$ cat config.mk
export PLATFORM = sky130hd
export DESIGN_NAME = uart_tx_readback
export DESIGN_NICKNAME = d
export VERILOG_FILES = /design/src/rtl/uart_tx_readback.sv
export SDC_FILE = /design/constraint.sdc
export NUM_CORES = 1
export LEC_CHECK = 0
export CAP_MARGIN = 10
export CELL_PAD_IN_SITES_DETAIL_PLACEMENT = 0
export CELL_PAD_IN_SITES_GLOBAL_PLACEMENT = 1
export CORE_AREA = 2 2 85 87
export DETAILED_ROUTE_END_ITERATION = 12
export DIE_AREA = 0 0 87 89
export MAX_ROUTING_LAYER = met4
export PLACE_DENSITY_LB_ADDON = 0.08
export SETUP_SLACK_MARGIN = 0.2
export SKIP_CTS_REPAIR_TIMING = 1
export SLEW_MARGIN = 20
export SYNTH_ARGS = -nofsm -noshare
export SYNTH_HDL_FRONTEND = slang
export SYNTH_SLANG_ARGS = --single-unit
$ cat constraint.sdc
create_clock -name clk_Tx -period 3 [get_ports clk_Tx]
set_input_delay 0.45 -clock clk_Tx [delete_from_list [all_inputs] [get_ports clk_Tx]]
set_output_delay 0.45 -clock clk_Tx [all_outputs]
set_load 0.02 [all_outputs]
$ cat src/rtl/uart_tx_readback.sv
// -----------------------------------------------------------------------------
// uart_tx_readback
//
// Reads a contiguous block of configuration RAM bytes and sends each one as an
// 8N1 frame on Tx so the host can confirm the settings it wrote. The RAM holds
// bytes bit-reversed (as the receiver stored them). Sending shift_q[7] first
// puts the host's original LSB on the wire first, so the host reads back the
// byte it originally sent.
//
// Optional feature (macro READBACK_CSUM_EN):
//   When defined, an 8-bit XOR checksum of the host-form data bytes is sent as
//   one extra frame after the last data byte. It is not sent for len = 0.
//
// Parameters:
//   CLKS_PER_BIT  clock cycles per UART bit (must be >= 4)
//   ADDR_W        RAM address width
//
// Ports:
//   clk_Tx     in   system clock, all logic on posedge
//   rst_Tx     in   synchronous active-high reset
//   start      in   one-cycle request to begin a readback block
//   base_addr  in   first RAM address, sampled when start is accepted
//   len        in   byte count, sampled when start is accepted (0 = none)
//   ram_addr   out  RAM read address (holds last value when idle)
//   ram_re     out  RAM read strobe; ram_data valid one cycle later
//   ram_data   in   RAM read data (bit-reversed byte)
//   Tx         out  registered serial line, idles high
//   busy       out  high while a block is in progress
//   done       out  one-cycle pulse when the block completes
// -----------------------------------------------------------------------------
module uart_tx_readback #(
    parameter int CLKS_PER_BIT = 434,
    parameter int ADDR_W       = 8
) (
    input  logic              clk_Tx,
    input  logic              rst_Tx,
    input  logic              start,
    input  logic [ADDR_W-1:0] base_addr,
    input  logic [7:0]        len,
    output logic [ADDR_W-1:0] ram_addr,
    output logic              ram_re,
    input  logic [7:0]        ram_data,
    output logic              Tx,
    output logic              busy,
    output logic              done
);

    localparam int CNT_W = (CLKS_PER_BIT > 1) ? $clog2(CLKS_PER_BIT) : 1;
    localparam logic [CNT_W-1:0] BAUD_LAST = CNT_W'(CLKS_PER_BIT - 1);
    localparam logic [CNT_W-1:0] CNT_ZERO  = {CNT_W{1'b0}};
    localparam logic [CNT_W-1:0] CNT_ONE   = CNT_W'(1);
    localparam logic [ADDR_W-1:0] ADDR_ONE = ADDR_W'(1);

    typedef enum logic [3:0] {
        S_IDLE  = 4'd0,
        S_FETCH = 4'd1,
        S_WAIT  = 4'd2,
        S_START = 4'd3,
        S_DATA  = 4'd4,
        S_STOP  = 4'd5,
        S_NEXT  = 4'd6,
        S_FIN   = 4'd7
`ifdef READBACK_CSUM_EN
        ,
        S_CSUM  = 4'd8
`endif
    } state_t;

    state_t            r_state;
    logic [ADDR_W-1:0] r_addr_q;
    logic [7:0]        r_rem_q;
    logic [7:0]        r_shift_q;
    logic [CNT_W-1:0]  r_baud;
    logic [2:0]        r_bit_idx;
    logic              r_tx;
    logic              r_busy;
    logic              r_done;
    logic              r_ram_re;
    logic [ADDR_W-1:0] r_ram_addr;
    logic              w_csum_tail;

`ifdef READBACK_CSUM_EN
    logic [7:0] r_csum;
    logic       r_csum_frame;

    // Convert between RAM (reversed) form and host form of a byte.
    function automatic logic [7:0] bit_rev8(input logic [7:0] b);
        logic [7:0] r;
        for (int i = 0; i < 8; i++) begin
            r[i] = b[7-i];
        end
        return r;
    endfunction

    // Marks that the frame just sent was the checksum, so NEXT ends the block.
    assign w_csum_tail = r_csum_frame;
`else
    assign w_csum_tail = 1'b0;
`endif

    // Readback sequencer: RAM fetch, 8N1 serialiser, block bookkeeping.
    always_ff @(posedge clk_Tx) begin
        if (rst_Tx) begin
            r_state    <= S_IDLE;
            r_addr_q   <= {ADDR_W{1'b0}};
            r_rem_q    <= 8'd0;
            r_shift_q  <= 8'd0;
            r_baud     <= CNT_ZERO;
            r_bit_idx  <= 3'd0;
            r_tx       <= 1'b1;
            r_busy     <= 1'b0;
            r_done     <= 1'b0;
            r_ram_re   <= 1'b0;
            r_ram_addr <= {ADDR_W{1'b0}};
`ifdef READBACK_CSUM_EN
            r_csum       <= 8'd0;
            r_csum_frame <= 1'b0;
`endif
        end else begin
            // Strobes are single-cycle unless a state re-asserts them.
            r_done   <= 1'b0;
            r_ram_re <= 1'b0;
            case (r_state)
                S_IDLE: begin
                    if (start) begin
                        r_addr_q <= base_addr;
                        r_rem_q  <= len;
`ifdef READBACK_CSUM_EN
                        r_csum       <= 8'd0;
                        r_csum_frame <= 1'b0;
`endif
                        if (len == 8'd0) begin
                            r_busy  <= 1'b0;
                            r_done  <= 1'b1;
                            r_state <= S_FIN;
                        end else begin
                            // Issue the read now so the strobe is visible in FETCH.
                            r_busy     <= 1'b1;
                            r_ram_addr <= base_addr;
                            r_ram_re   <= 1'b1;
                            r_state    <= S_FETCH;
                        end
                    end else begin
                        r_state <= S_IDLE;
                    end
                end
                S_FETCH: begin
                    r_state <= S_WAIT;
                end
                S_WAIT: begin
                    // Read data arrives now; capture it and drop into the start bit.
                    r_shift_q <= ram_data;
`ifdef READBACK_CSUM_EN
                    r_csum <= r_csum ^ bit_rev8(ram_data);
`endif
                    r_tx    <= 1'b0;
                    r_baud  <= CNT_ZERO;
                    r_state <= S_START;
                end
                S_START: begin
                    if (r_baud == BAUD_LAST) begin
                        r_baud    <= CNT_ZERO;
                        r_bit_idx <= 3'd0;
                        r_tx      <= r_shift_q[7];
                        r_state   <= S_DATA;
                    end else begin
                        r_baud <= r_baud + CNT_ONE;
                    end
                end
                S_DATA: begin
                    if (r_baud == BAUD_LAST) begin
                        r_baud <= CNT_ZERO;
                        if (r_bit_idx == 3'd7) begin
                            r_tx    <= 1'b1;
                            r_state <= S_STOP;
                        end else begin
                            // MSB-first shift of the reversed byte = host LSB first.
                            r_bit_idx <= r_bit_idx + 3'd1;
                            r_tx      <= r_shift_q[6];
                            r_shift_q <= {r_shift_q[6:0], 1'b0};
                        end
                    end else begin
                        r_baud <= r_baud + CNT_ONE;
                    end
                end
                S_STOP: begin
                    if (r_baud == BAUD_LAST) begin
                        r_baud  <= CNT_ZERO;
                        r_state <= S_NEXT;
                    end else begin
                        r_baud <= r_baud + CNT_ONE;
                    end
                end
                S_NEXT: begin
                    if (w_csum_tail) begin
                        r_busy  <= 1'b0;
                        r_done  <= 1'b1;
                        r_state <= S_FIN;
                    end else if (r_rem_q == 8'd1) begin
                        r_rem_q  <= 8'd0;
                        r_addr_q <= r_addr_q + ADDR_ONE;
`ifdef READBACK_CSUM_EN
                        r_state <= S_CSUM;
`else
                        r_busy  <= 1'b0;
                        r_done  <= 1'b1;
                        r_state <= S_FIN;
`endif
                    end else begin
                        r_rem_q    <= r_rem_q - 8'd1;
                        r_addr_q   <= r_addr_q + ADDR_ONE;
                        r_ram_addr <= r_addr_q + ADDR_ONE;
                        r_ram_re   <= 1'b1;
                        r_state    <= S_FETCH;
                    end
                end
`ifdef READBACK_CSUM_EN
                S_CSUM: begin
                    // Re-reverse so the host decodes the checksum in its own form.
                    r_shift_q    <= bit_rev8(r_csum);
                    r_csum_frame <= 1'b1;
                    r_tx         <= 1'b0;
                    r_baud       <= CNT_ZERO;
                    r_state      <= S_START;
                end
`endif
                S_FIN: begin
                    r_state <= S_IDLE;
                end
                default: begin
                    r_tx    <= 1'b1;
                    r_busy  <= 1'b0;
                    r_state <= S_IDLE;
                end
            endcase
        end
    end

    assign ram_addr = r_ram_addr;
    assign ram_re   = r_ram_re;
    assign Tx       = r_tx;
    assign busy     = r_busy;
    assign done     = r_done;

endmodule

==> results_dict.tcl <==
set metrics [dict create \
    status "complete, no violations" \
    synth_area_per_cell_um2 8.952 \
    synthCells 330 \
    hold_depth 2 \
    period_minus_slack_ns 2.218 \
    slew_headroom_pct 45.79 \
    p_leak_nw 1.226 \
    grt_max_degree 24 \
    rsz0062_at_grt "no" \
    power_density_mw_per_mm2 533.9 \
    rows 30 \
    cts.path.max_buffers 2 \
    cts_sinks 51 \
    syn_area_mm2 0.002954 \
    drive_above_1_share_pct 10.03 \
    ys_async_sr_fraction_pct 0 \
    r2r_start "r_state[2]" \
    min_period_over_period_pct 73.94 \
    ys.warnings.count 0 \
    grt-ovfl-total 0 \
    numCtsBuffers 5 \
    slew_viol_final 0 \
    clockRootBuffer "clkbuf_8" \
    drcViolationCount 0 \
    syn_to_final_growth_pct 17.28 \
    clock_latency_ns 0.31 \
    p_sw_share_pct 30.55 \
    num_io_pins 39 \
    synth-main-ff-cell "dfxtp_1" \
    p_seq_share_pct 43.9 \
    avgRoutedWirePerCell_um 15.77 \
    worstSetupPathType "flop to flop" \
    antenna_left 0 \
    grt_first_pass_wirelength_mm 11.31 \
    ys_seq_elements 51 \
    cp_max_fo 23 \
    holdWs_ns 0.4697 \
    vias 2547 \
    hold_start "r_bit_idx[1]" \
    switching_power_w 0.0005651 \
    start_util_pct 43.97 \
    nets 392 \
    rr_worst_depth 4 \
    core_area_mm2 0.006719 \
    cp.arrival_ns 2.43 \
    drtIter0Drc 105 \
    htree_num_levels 2 \
    ir_worst_vdd_uv 227.7 \
    critical_path.startpoint "r_state[2]" \
    cts_tree "built" \
    skew_ns 0.005068 \
    synthDistinctLibCells 67 \
    n_antenna_cell 0 \
    dieHeight_um 89 \
    cap_violations 0 \
    reg2reg_to "ram_addr[1]" \
    setup_viol 0 \
    crit_path_end "ram_addr[1]" \
    r2r_slack_ns 0.78 \
    cp-start-kind "flop" \
    fmax_ghz 0.4508 \
    first_pass_iters 4 \
    ys_seq_area_share_pct 34.56 \
    worst_slew_pin_slew_ns 0.8120 \
    portBuffers 38 \
    antenna_found_initial 0 \
    via_per_inst 5.802 \
    synth-edff-count 0 \
    drt_wl_total_mm 6.922 \
    dieArea_mm2 0.007743 \
    grt_pass1_vias 2270 \
    gp_congestion 0.7778 \
    grt.total_usage_pct 18.88 \
    die_w_um 87 \
    combPwrFrac_pct 25.4 \
    pwr-share-clk_pct 30.8 \
    hold_path.class "flop to flop" \
    clkTransAtPathRegs_ns 0.10 \
    hold_violations 0 \
    internal_power_w 0.001285 \
    worstSetupEndpointType "flop" \
    dp_hpwl_mm 4.734 \
    cp.required_ns 3.22 \
    synth_nets 364 \
    fin_setup_tns_ns 0 \
]
[cells by family after synthesis]
kind of cell | Yosys count | share of synthesized area [%]
AOI/OAI and AO/OA | 116 | 27.91
and+or+nand+nor | 110 | 24.14
DFF | 51 | 34.56
buffers and inverters | 32 | 5.718
muxes | 11 | 3.812
adders and majority gates | 7 | 2.965
xor gates and xnor gates | 3 | 0.8896
[layout by cell type, fill, tap and decap left out, types with 4 or more instances in the layout]
master	netlist	final
dfxtp_1	51	51
clkdlybuf4s50_1	0	37
a21oi_1	29	29
o21ai_0	21	21
nand2_1	19	19
nor2_1	14	14
nand3_1	12	12
or3_1	12	12
inv_1	11	11
nand2b_1	10	10
a311oi_1	10	10
a211oi_1	10	10
mux2i_1	9	9
a22oi_1	7	7
ha_1	7	7
nor3_1	6	6
o21a_1	5	5
clkbuf_8	0	5
nand3b_1	4	4
and3_1	4	4
buf_4	3	4
[cells in the mapped netlist (all sizes together) (3+ instances only)]
| library cell | n | area share [%] |
|---|---|---|
| buf | 13 | 3.3 |
| and3 | 4 | 0.85 |
| a22oi | 8 | 2.5 |
| nand2b | 10 | 2.1 |
| a21oi | 31 | 5.8 |
| o32ai | 3 | 0.89 |
| a311oi | 10 | 3.0 |
| nor2b | 3 | 0.64 |
| o21ai | 23 | 4.2 |
| o211ai | 3 | 1.2 |
| nand3 | 12 | 2.0 |
| a211oi | 10 | 2.5 |
| ha | 7 | 3.0 |
| o22ai | 3 | 0.64 |
| nor2 | 14 | 1.8 |
| mux2i | 9 | 3.0 |
| clkbuf | 8 | 1.0 |
| o21a | 5 | 1.3 |
| dfxtp | 51 | 35 |
| or3 | 12 | 2.5 |
| a21o | 3 | 0.80 |
| nor4b | 3 | 1.9 |
| nor3b | 3 | 1.1 |
| nor3 | 7 | 1.6 |
| a41oi | 3 | 0.89 |
| nand2 | 20 | 2.6 |
| inv | 11 | 1.4 |
| nand3b | 6 | 2.4 |
| nor4 | 3 | 0.64 |
[worst max-delay path, stage by stage (launching register included)]
cell and delay (ns):
dfxtp_1 0.75, nand3b_4 0.35, a21oi_2 0.63, nor3_1 0.10, a311oi_1 0.29
[metal layers]
| metal | part of all wire (%) | vias up | track usage, % |
|---|---|---|---|
| li1 | - | 1305 | - |
| met1 | 52 | 1178 | 26.88 |
| met2 | 43 | 58 | 27.62 |
| met3 | 4.1 | 6 | 3.232 |
| met4 | 0.94 | 0 | 4.830 |
| met5 | 0 | - | - |
[sequential cells by signal, summed over array words and instances (netlist names)]
signal and count:
r_baud 9, ram_re 1, r_shift_q 8, r_state 3
done 1, r_addr_q 8, ram_addr 8, r_rem_q 8
Tx 1, r_bit_idx 3, busy 1
[cell type report]
class	count	area, um2
clock buffer	6	72.57
clock inverter	2	60.06
fill	650	3254
inverter	11	41.29
multi-input combinational	247	1764
sequential	51	1021
tap	80	100.1
timing repair buffer	42	405.4
[through the flow]
stage / cell area, um2 / std cells / power, W / setup slack (ns) / util, %
finish: 3465 / 439 / 0.001850 / 0.7819 / 51.56
global placement: 3332 / 431 / 0.001295 / 0.6608 / 49.59
global route: 3465 / 439 / 0.001953 / 0.6157 / 51.56
floorplan: 2954 / 330 / 0.001152 / 1.203 / -
detailed placement: 3332 / 431 / 0.001295 / 0.5873 / 49.59
CTS: 3465 / 439 / 0.001872 / 0.7781 / 51.56
[how the worst min path moves through the flow]
stage / endpoint / slack [ns]
after floorplan: r_bit_idx[1] / 0.44
after global placement: r_bit_idx[2] / 0.44
after detailed placement: r_bit_idx[1] / 0.46
after CTS: r_bit_idx[1] / 0.47
after global routing: r_bit_idx[0] / 0.49
final: r_bit_idx[1] / 0.47
[power groups by stage]
stage / sequential (W) / combinational, W / clock [W]
floorplan: 0.000829 / 0.000323 / 0
global placement: 0.000825 / 0.000469 / 0
detailed placement: 0.000827 / 0.000469 / 0
CTS: 0.000812 / 0.000472 / 0.000588
global route: 0.000823 / 0.000515 / 0.000615
finish: 0.000811 / 0.000469 / 0.000569
Note: power is estimated with default switching activity, not from simulation.
